===== src/rtl/window_spill_fill_ctrl_pkg.sv =====
// window_spill_fill_ctrl_pkg: shared types, constants and window arithmetic for the spill/fill controller
package window_spill_fill_ctrl_pkg;
  localparam int NWIN = 4;
  localparam int WIN_REGS = 16;
  localparam int FIRST_WIN_REG = 16;
  localparam int WIN_BYTES = 64;
  localparam logic [NWIN-1:0] WIM_RST = 4'b0010;
  typedef logic [$clog2(NWIN)-1:0] win_t;
  typedef enum logic [2:0] {IDLE, SPILL_RD, SPILL_WR, FILL_REQ, FILL_WR, FINISH} state_t;
  function automatic win_t win_inc(input win_t w);
    return w + win_t'(1);
  endfunction
  function automatic win_t win_dec(input win_t w);
    return w - win_t'(1);
  endfunction
  function automatic logic [NWIN-1:0] onehot(input win_t w);
    return {{(NWIN-1){1'b0}}, 1'b1} << w;
  endfunction
  function automatic logic [31:0] slot_addr(input logic [31:0] base, input win_t w, input logic [3:0] idx);
    return base + 32'(w) * 32'(WIN_BYTES) + {26'd0, idx, 2'b00};
  endfunction
  function automatic logic [4:0] win_reg(input logic [3:0] idx);
    return 5'(FIRST_WIN_REG) + {1'b0, idx};
  endfunction
endpackage


===== src/rtl/window_spill_fill_ctrl.sv =====
// window_spill_fill_ctrl: owns CWP/WIM and moves r16..r31 between register file and memory on window traps
module window_spill_fill_ctrl
  import window_spill_fill_ctrl_pkg::*;
(
  input  logic        clk,
  input  logic        rst_n,
  input  logic        save,
  input  logic        restore,
  input  logic        wr_cwp,
  input  logic [1:0]  cwp_in,
  input  logic        wr_wim,
  input  logic [3:0]  wim_in,
  input  logic [31:0] mem_base,
  output logic        busy,
  output logic        done,
  output logic [1:0]  cwp,
  output logic [3:0]  wim,
  output logic        rf_own,
  output logic [1:0]  rf_cwp,
  output logic [4:0]  rf_ra,
  input  logic [31:0] rf_aout,
  output logic [4:0]  rf_rc,
  output logic [31:0] rf_rin,
  output logic        rf_rfe,
  output logic        mem_req,
  output logic        mem_we,
  output logic [31:0] mem_addr,
  output logic [31:0] mem_wdata,
  input  logic [31:0] mem_rdata,
  input  logic        mem_ack
);
  state_t state;
  logic [3:0] cnt;
  logic [3:0] wim_nxt;
  win_t nwin, win, n;
  logic last;
  assign n = save ? win_dec(cwp) : win_inc(cwp);
  assign last = cnt == 4'(WIN_REGS - 1);
  assign rf_own = busy;
  // mem_wdata and rf_rin double as the transfer data register
  always_ff @(posedge clk or negedge rst_n)
    if (!rst_n) begin
      state <= IDLE;
      cwp <= '0;
      wim <= WIM_RST;
      cnt <= '0;
      wim_nxt <= WIM_RST;
      nwin <= '0;
      win <= '0;
      busy <= 1'b0;
      done <= 1'b0;
      rf_cwp <= '0;
      rf_ra <= '0;
      rf_rc <= '0;
      rf_rin <= '0;
      rf_rfe <= 1'b0;
      mem_req <= 1'b0;
      mem_we <= 1'b0;
      mem_addr <= '0;
      mem_wdata <= '0;
    end else begin
      done <= 1'b0;
      rf_rfe <= 1'b0;
      case (state)
        IDLE:
          if (save || restore) begin
            busy <= 1'b1;
            nwin <= n;
            cnt <= '0;
            if (!wim[n]) begin
              wim_nxt <= wim;
              done <= 1'b1;
              state <= FINISH;
            end else if (save) begin
              win <= win_dec(n);
              wim_nxt <= onehot(win_dec(n));
              rf_cwp <= win_dec(n);
              rf_ra <= win_reg(4'd0);
              state <= SPILL_RD;
            end else begin
              win <= n;
              wim_nxt <= onehot(win_inc(n));
              rf_cwp <= n;
              mem_req <= 1'b1;
              mem_addr <= slot_addr(mem_base, n, 4'd0);
              state <= FILL_REQ;
            end
          end else begin
            if (wr_cwp) cwp <= cwp_in;
            if (wr_wim) wim <= wim_in;
          end
        SPILL_RD: begin
          mem_req <= 1'b1;
          mem_we <= 1'b1;
          mem_addr <= slot_addr(mem_base, win, cnt);
          mem_wdata <= rf_aout;
          state <= SPILL_WR;
        end
        SPILL_WR:
          if (mem_ack) begin
            mem_req <= 1'b0;
            mem_we <= 1'b0;
            cnt <= cnt + 4'd1;
            rf_ra <= win_reg(cnt + 4'd1);
            done <= last;
            state <= last ? FINISH : SPILL_RD;
          end
        FILL_REQ:
          if (mem_ack) begin
            mem_req <= 1'b0;
            rf_rc <= win_reg(cnt);
            rf_rin <= mem_rdata;
            rf_rfe <= 1'b1;
            state <= FILL_WR;
          end
        FILL_WR: begin
          cnt <= cnt + 4'd1;
          done <= last;
          mem_req <= !last;
          mem_addr <= slot_addr(mem_base, win, cnt + 4'd1);
          state <= last ? FINISH : FILL_REQ;
        end
        FINISH: begin
          cwp <= nwin;
          wim <= wim_nxt;
          busy <= 1'b0;
          cnt <= '0;
          rf_cwp <= '0;
          rf_ra <= '0;
          rf_rc <= '0;
          rf_rin <= '0;
          mem_addr <= '0;
          mem_wdata <= '0;
          state <= IDLE;
        end
        default: state <= IDLE;
      endcase
    end
endmodule


===== config.mk =====
export PLATFORM = sky130hd
export DESIGN_NAME = window_spill_fill_ctrl
export DESIGN_NICKNAME = d
export VERILOG_FILES = /design/src/rtl/window_spill_fill_ctrl_pkg.sv /design/src/rtl/window_spill_fill_ctrl.sv
export SDC_FILE = /design/constraint.sdc
export NUM_CORES = 1
export LEC_CHECK = 0
export CORE_MARGIN = 2
export CORE_UTILIZATION = 60
export DETAILED_ROUTE_END_ITERATION = 10
export DONT_BUFFER_PORTS = 1
export GPL_ROUTABILITY_DRIVEN = 0
export GPL_TIMING_DRIVEN = 0
export PLACE_DENSITY = 0.8
export SYNTH_ARGS = -nofsm -noshare
export SYNTH_HDL_FRONTEND = slang
export SYNTH_SLANG_ARGS = --single-unit
export TNS_END_PERCENT = 1

===== constraint.sdc =====
create_clock -name clk -period 5.25 [get_ports clk]
set_input_delay 0.525 -clock clk [delete_from_list [all_inputs] [get_ports clk]]
set_output_delay 0.525 -clock clk [all_outputs]
set_load 0.01 [all_outputs]

* Yosys cells after proc, flatten, opt, wreduce, memory -nomap -nowiden
Cells that the tools add are included.
** Word-level totals
- Flip-flop bits (word level) :: 134
** Operators by class
- Add/sub/neg operators :: 11
- $lt $le $gt $ge :: 1
- Equal/unequal tests :: 16
- Shift-type cells :: 2
- Multiplexer cells :: 54
- Reductions and logical operators :: 25
** Operators by type and width (count)
- $mux W32 :: 4
- $pmux W32 S2 :: 2
- $pmux W32 S4 :: 1
- $add A32 B6 Y32 :: 2
- $add A32 B8 Y32 :: 2
- $mux W5 :: 5
- $mux W4 :: 6
- $mux W3 :: 6
- $ne A2 B2 Y1 const B :: 9
- $reduce_and A3 Y1 :: 6
- $pmux W4 S4 :: 1
- $pmux W3 S5 :: 1
- $pmux W5 S3 :: 1
- $mux W2 :: 7
- $reduce_bool A4 Y1 :: 3
- $mux W1 :: 11
- $add A5 B4 Y5 const A :: 2
- $pmux W5 S2 :: 1
- $reduce_and A5 Y1 :: 2
- $pmux W2 S2 :: 2
- $pmux W4 S2 :: 1
- $reduce_and A2 Y1 :: 4
- $reduce_bool A2 Y1 :: 4
- $shl A1 B2 Y4 const A :: 2
- other kinds (19) :: 24

* Depth between registers and ports, before layout
Gate-level depths: netlist of the first run.
- Depth in word-level cells :: 7
- Depth in mapped cells :: 14

* Least setup slack after synthesis of the first run
Ideal clock, no wire load.
- Path type :: reg-to-reg
- Start point :: reg state[0]
- End point :: reg mem_addr[31]
- Arrival time :: 3.314 ns
- Required time :: 5.121 ns
- Path slack :: 1.807 ns
- Cell stages (with the launch flop) :: 15
- Clock period less this slack :: 3.443 ns
- Cell sequence :: dfrtp_1 -> clkbuf_1 -> nor2_1 -> nand2_1 -> nor2_1 -> xor2_1 -> ha_1 -> o21ai_0 -> o21bai_1 -> and2_1 -> or4b_2 -> or3_1 -> nor4_1 -> xnor2_1 -> o21ai_1
** On the way
- Longest elaborated chain between the ends :: 3
** RTL lines
- start: declaration :: line window_spill_fill_ctrl.sv:32 : state_t state;
- start signal: assignment :: line window_spill_fill_ctrl.sv:106 : state <= last ? FINISH : SPILL_RD;
- start signal: assignment :: line window_spill_fill_ctrl.sv:121 : state <= last ? FINISH : FILL_REQ;
- $eq A3 B3 Y1 (tied with other cells) :: line window_spill_fill_ctrl.sv:64 : case (state)
- $reduce_bool A4 Y1 (no source line) or $ne A2 B2 Y1 (tied branches)
- $reduce_and A4 Y1 (no source line)
- end signal: assignment :: line window_spill_fill_ctrl.sv:85 : mem_addr <= slot_addr(mem_base, n, 4'd0);
- end signal: assignment :: line window_spill_fill_ctrl.sv:95 : mem_addr <= slot_addr(mem_base, win, cnt);
- end signal: assignment :: line window_spill_fill_ctrl.sv:120 : mem_addr <= slot_addr(mem_base, win, cnt + 4'd1);
- end: declaration :: line window_spill_fill_ctrl.sv:27 : output logic [31:0] mem_addr,
Parallel ways exist; a longest one is shown, timed or not.
A chain may end at the register's enable or synchronous reset.

* Worst setup path in the final report of the first run
- Start point :: reg state[0]
- End point :: reg mem_addr[18]
The elaborated chain is that of the path after synthesis.

==> results.json, run 1 <==
{
  "status": "completed",
  "crit_buf_inv": 1,
  "ant_nets": 0,
  "finalCritPeriodShare_pct": 77.0,
  "total_leakage_power_nw": 3.56,
  "areaGrowthSynthToFinish_pct": 10.6,
  "antenna_found_initial": 0,
  "initial_core_util_pct": 61.9,
  "slew_headroom_pct": 44.5,
  "worstSetupStartpointType": "flip-flop",
  "synth_cells": 854,
  "num_vias": 6609,
  "cts.clk_slew.worst_paths_ns": 0.06,
  "skew_ns": 0.0101,
  "core_area_sq_um": 12100,
  "h-tree-depth": 4,
  "cts_num_sinks": 134,
  "tightest_slew_ns": 0.825,
  "die_w_microns": 116,
  "die_area_sq_um": 13300,
  "hp-class": "input port to asynchronous set/reset pin",
  "whs_ns": 0.0941,
  "setup_viol": 0,
  "grt_pass1_wl_microns": 31900,
  "drt_wl_total_microns": 20700,
  "critPathTopFamily": "simple AND/OR/NAND/NOR gates",
  "mappedNetlistArea_sq_um": 7460,
  "seq_area_frac_synth_pct": 45.0,
  "firstDrtPassIters": 6,
  "drive_above_1_share_pct": 6.99,
  "portBuffers": 0,
  "synth_nets": 975,
  "finalPower_mw": 4.97,
  "fin_area_sq_um": 8260,
  "top_regs": "mem_addr (32), mem_wdata (32), rf_rin (32)",
  "yosysWarnings": 0,
  "place_ws_ns": 1.27,
  "core.rowCount": 40,
  "cts_buffers": 17,
  "wire_per_inst_microns": 19.6,
  "clk_path_buf_depth": 2,
  "syn_avg_cell_area_sq_um": 8.74,
  "layout_setup_ws_ns": 1.21,
  "ys_ff_latch": 134,
  "slowest_delay_ns": 0.69,
  "dieHeight_microns": 116,
  "grt_pass1_vias": 6313,
  "crit_fanout": 10,
  "finalCriticalPeriod_ns": 4.04,
  "grt_remaining_overflow": 0,
  "drc": 0,
  "ys_types": 71,
  "maxCapViolCount": 0,
  "cts_hold_buffers": 1,
  "tritoncts": "yes",
  "critical_path.slowest_cell": "or4b_2",
  "via_per_inst": 6.26,
  "rsz0062_at_grt": "false",
  "clk_root_buffer_cell": "clkbuf_16",
  "postCtsSetupRepairBufs": 0,
  "fillers": 1003,
  "multi_input_area_sq_um": 3810,
  "ff_latch_area_sq_um": 3360,
  "drt_iter0_drc": 476,
  "synth-edff-count": 0,
  "cp.required_ns": 5.54,
  "crit_path_end_kind": "flip-flop",
  "async_flop_share_pct": 100,
  "io_pins": 229,
  "place_area_sq_um": 7670,
  "fin_setup_tns_ns": 0,
  "synth_flop_cell": "dfrtp_1",
  "nNetsFinal": 995,
  "crit_type": "flip-flop to flip-flop",
  "drv_slew": 0,
  "hold_viol_final": 0,
  "grt_max_degree": 135,
  "postCtsResizedCells": 0,
  "max_freq_mhz": 247,
  "peakVddDrop_v": 0.000306,
  "track_usage_pct": 30.7,
  "n_antenna_cell": 0,
  "dp_hpwl_microns": 15200,
  "cellPowerDensity_nw_per_um2": 601,
  "path_cells": "clkbuf_1 > nor2_1 > nand2_1 > xnor2_1 > ha_1 > fa_1 > a21oi_1 > o21bai_1 > o211a_1 > or4b_2 > nor3_1 > xnor2_1 > a221oi_1 > nor2_1",
  "clk_latency_ns": 0.42,
  "worst_ep_arrival_time_ns": 4.34
}
-- kinds of logic after synthesis --
logic type	share of synthesized area [%]
mux	1.78
xor+xnor	7.51
buf+inv	3.96
simple gates	22.3
compound gates	17.2
fa+ha+maj	2.31
flops	45.0
-- layout by cell type, fill, tap and decap left out, types with 7 or more instances in the layout --
| master | synthesis | layout |
|---|---|---|
| o21ai_0 | 81 | 81 |
| nand3_1 | 19 | 19 |
| a21o_1 | 7 | 7 |
| xor2_1 | 21 | 21 |
| mux2i_1 | 11 | 11 |
| a22o_1 | 16 | 16 |
| nor2_1 | 70 | 70 |
| a221oi_1 | 13 | 13 |
| o31ai_1 | 10 | 10 |
| clkbuf_1 | 41 | 43 |
| nand4_1 | 9 | 9 |
| dfrtp_1 | 132 | 132 |
| and2_1 | 8 | 8 |
| nand2_1 | 187 | 187 |
| clkbuf_16 | 0 | 17 |
| nor3_1 | 19 | 19 |
| xnor2_1 | 43 | 43 |
| inv_1 | 10 | 10 |
| ha_1 | 9 | 9 |
| or3_1 | 7 | 7 |
| a21oi_1 | 41 | 41 |
-- per-layer routing --
metal / routed length (microns) / vias up / GRT usage, %
met5: 0 / - / 0
met4: 608 / 0 / 12.2
met3: 2190 / 65 / 10.1
met2: 10000 / 366 / 51.2
met1: 7850 / 3151 / 36.9
li1: - / 3027 / -
-- cell type report --
type | count | area share, %
clock buffers | 19 | 5.24
inverters | 12 | 0.545
flip-flops and latches | 134 | 40.6
plain buffers | 53 | 3.03
multi-input cells | 655 | 46.2
clock inverters | 13 | 1.50
repair buffers | 1 | 0.333
well taps | 168 | 2.55
-- metrics by stage --
| stage | cells | util [%] |
|---|---|---|
| 2_1_floorplan | 854 | - |
| 4_1_cts | 1055 | 68.5 |
| 3_5_place_dp | 1022 | 63.6 |
| 5_1_grt | 1055 | 68.5 |
| 3_3_place_gp | 1022 | 63.6 |
| 6_report | 1055 | 68.5 |
-- final timing paths --
kind / end / slack, ns / cells after the start / startpoint
min in group clk: rf_rin[23]$_DFFE_PN0P_ / 0.23 / 2 / mem_rdata[23]
hold / removal: mem_wdata[9]$_DFFE_PN0P_ / 0.09 / 1 / rst_n
hold reg to reg: nwin[0]$_DFFE_PN0P_ / 0.49 / 2 / nwin[0]$_DFFE_PN0P_
setup reg to reg: mem_addr[18]$_DFFE_PN0P_ / 1.21 / 14 / state[0]$_DFFE_PN0P_
setup / recovery: mem_addr[18]$_DFFE_PN0P_ / 1.21 / 14 / state[0]$_DFFE_PN0P_
max in group asynchronous: mem_wdata[25]$_DFFE_PN0P_ / 4.69 / 1 / rst_n
-- cell usage after synthesis (9+ instances only) --
master | number | area, sq um
nand3_1 | 19 | 95.1
xor2_1 | 21 | 184
clkbuf_1 | 41 | 154
a21oi_1 | 41 | 205
inv_1 | 10 | 37.5
nor3_1 | 19 | 95.1
mux2i_1 | 11 | 110
nor2_1 | 70 | 263
o21ai_0 | 81 | 405
ha_1 | 9 | 113
xnor2_1 | 43 | 377
nand2_1 | 187 | 702
a221oi_1 | 13 | 114
o31ai_1 | 10 | 75.1
dfrtp_1 | 132 | 3300
nand4_1 | 9 | 56.3
a22o_1 | 16 | 140
-- power by group --
part / leakage [nW] / internal, mW / total, mW / switching (mW)
clock network: 0.270 / 0.657 / 1.12 / 0.462
logic: 1.63 / 0.648 / 1.80 / 1.16
registers: 1.66 / 1.50 / 2.04 / 0.542
No activity file was read; power rests on OpenSTA's default activity.
==> run 2: changes to the inputs <==
Settings changed: CORE_UTILIZATION 60 to 58.
Clock period 5.25 ns to 3.45 ns, I/O delays scaled along.
==> run 2 against run 1 <==
The run now ends with setup timing left. Combinational power is 49% higher. Utilization is 1.9 points lower. Clock skew is 0.0016 ns lower. Critical path depth is 3 lower. Flip-flop and latch count stayed put. Clock power is 54% higher. Via count is 3.1% lower. Cell count is 0.28% higher. Hold slack worse by 0.050 ns. Maximum frequency is 17% higher. Count of clock-buffer cells in the layout stayed put. Highest routed layer unchanged.
==> results.json, run 2 (synthesis results as in run 1) <==
{
  "status": "finished with violations",
  "violations": "setup timing",
  "cts_num_sinks": 134,
  "reg2reg_depth": 11,
  "reg2reg_from": "win[0]$_DFFE_PN0P_",
  "io_pins": 229,
  "n_antenna_cell": 0,
  "tritoncts": "yes",
  "via_per_inst": 6.05,
  "tightest_slew_ns": 0.745,
  "cp.required_ns": 3.76,
  "wire_per_inst_microns": 18.7,
  "hp-class": "input port to flip-flop",
  "num_vias": 6401,
  "finalCritPeriodShare_pct": 100,
  "drv_slew": 0,
  "finalCriticalPeriod_ns": 3.46,
  "antenna_found_initial": 0,
  "r2r-end": "mem_addr[29]$_DFFE_PN0P_",
  "slew_headroom_pct": 50.2,
  "grt_remaining_overflow": 0,
  "track_usage_pct": 29.1,
  "clk_root_buffer_cell": "clkbuf_16",
  "top_regs": "mem_addr (32), mem_wdata (32), rf_rin (32)",
  "grt_pass1_vias": 6295,
  "dp.cells": 1026,
  "hold_viol_final": 0,
  "crit_fanout": 8,
  "grt_max_degree": 135,
  "drt_wl_total_microns": 19800,
  "portBuffers": 0,
  "ant_nets": 0,
  "layout_setup_ws_ns": -0.00690,
  "grt_pass1_wl_microns": 32000,
  "startpoint": "win[0]$_DFFE_PN0P_",
  "worstSetupStartpointType": "flip-flop",
  "initial_core_util_pct": 59.4,
  "clk_latency_ns": 0.42,
  "fillers": 1046,
  "maxCapViolCount": 0,
  "final_common_cell": "nand2_1",
  "nNetsFinal": 994,
  "cts.clk_slew.worst_paths_ns": 0.06,
  "peakVddDrop_v": 0.000432,
  "grt_use_met1_pct": 36.8,
  "worst_ep_arrival_time_ns": 3.76,
  "core.rowCount": 41,
  "core_area_sq_um": 12600,
  "fin_cells": 1058,
  "dp_hpwl_microns": 14400,
  "firstDrtPassIters": 5,
  "critPathCapture": "mem_addr[29]$_DFFE_PN0P_",
  "use_met2_pct": 46.7,
  "reg2reg_slack_ns": -0.007,
  "dieHeight_microns": 117,
  "final_cell_mix": "185 x nand2_1, 130 x dfrtp_1, 80 x o21ai_0, 69 x nor2_1, 41 x a21oi_1",
  "die_w_microns": 117,
  "h-tree-depth": 4,
  "grtUsageMet3_pct": 9.05,
  "fin_setup_tns_ns": -0.00690,
  "max_freq_mhz": 289,
  "crit_path_end_kind": "flip-flop",
  "clk_path_buf_depth": 2,
  "drive_above_1_share_pct": 9.59,
  "drt_iter0_drc": 446,
  "crit_type": "flip-flop to flip-flop",
  "areaGrowthSynthToFinish_pct": 12.1,
  "grt_busiest_layer": "met2",
  "setup_viol": 1,
  "die_area_sq_um": 13800,
  "rsz0062_at_grt": "true",
  "cellPowerDensity_nw_per_um2": 906,
  "cts_buffers": 17,
  "skew_ns": 0.00846,
  "place_ws_ns": -0.554,
  "total_leakage_power_nw": 3.59,
  "drc": 0
}
[run 2: cell count changes in the layout (fill, tap and decap cells not counted), sizes merged]
cell,delta
clkbuf,-4
buf,+2
clkinv,-1
clkinvlp,+1
dlygate4sd3,+1
[run 2: timing repair]
item / CTS / global route
gates resized for setup: 14 / 10
gates cloned: 0 / 0
hold buffers: 2 / 0
setup endpoints to repair: 17 / 15
setup buffers: 2 / 0
pin swaps: 6 / 2
hold endpoints to repair: 134 / 0
[run 2: through the flow]
stage	hold WS (ns)	util, %	instance area (sq um)	power, mW
finish	0.0442	66.6	8370	7.58
global route	0.0389	66.6	8370	8.12
CTS	0.0322	66.2	8330	7.59
detailed placement	0.0526	61.1	7680	5.78
global placement	0.0527	61.1	7680	5.68
floorplan	0.0494	-	7460	4.96
[run 2: where the power goes]
group          internal [mW]  total (mW)  leakage [nW]  switching (mW)
clock                   1.02        1.73         0.272           0.716
combinational           1.01        2.69          1.66            1.68
sequential              2.29        3.15          1.66           0.866
[run 2: final cells by class]
class                           instances  area (sq um)  area share (%)
Clock buffer                           19           443            5.29
Tap cell                              172           215            2.57
Clock inverter                         13           123            1.47
Buffer                                 49           236            2.83
Inverter                               12          45.0           0.538
Sequential cell                       134          3360            40.1
Timing Repair Buffer                    4          52.6           0.628
Multi-Input combinational cell        655          3900            46.6
[run 2: critical path, cell delays in order (launching register included)]
cell	delay (ns)
dfrtp_1	0.37
ha_2	0.23
fa_2	0.28
nand2_2	0.13
or4_1	0.42
buf_2	0.20
or3_4	0.35
a221o_2	0.42
nor4_4	0.28
and4bb_1	0.28
mux2i_1	0.08
a211o_1	0.29
[run 2: worst min path at each step]
stage	startpoint	end	cells past startpoint	slack (ns)
6_report	mem_rdata[27]	rf_rin[27]$_DFFE_PN0P_	2	0.04
5_1_grt	mem_rdata[28]	rf_rin[28]$_DFFE_PN0P_	2	0.04
4_1_cts	mem_rdata[27]	rf_rin[27]$_DFFE_PN0P_	2	0.03
3_5_place_dp	rst_n	mem_addr[19]$_DFFE_PN0P_	0	0.05
3_3_place_gp	rst_n	mem_addr[21]$_DFFE_PN0P_	0	0.05
2_1_floorplan	rst_n	busy$_DFFE_PN0P_	0	0.05
[run 2: routing by layer]
layer / up-vias / share of wire, % / routed length, microns
met2: 304 / 48 / 9410
met5: - / 0 / 0
met4: 0 / 2.4 / 484
met1: 3049 / 40 / 7950
li1: 3004 / - / -
met3: 44 / 9.8 / 1940
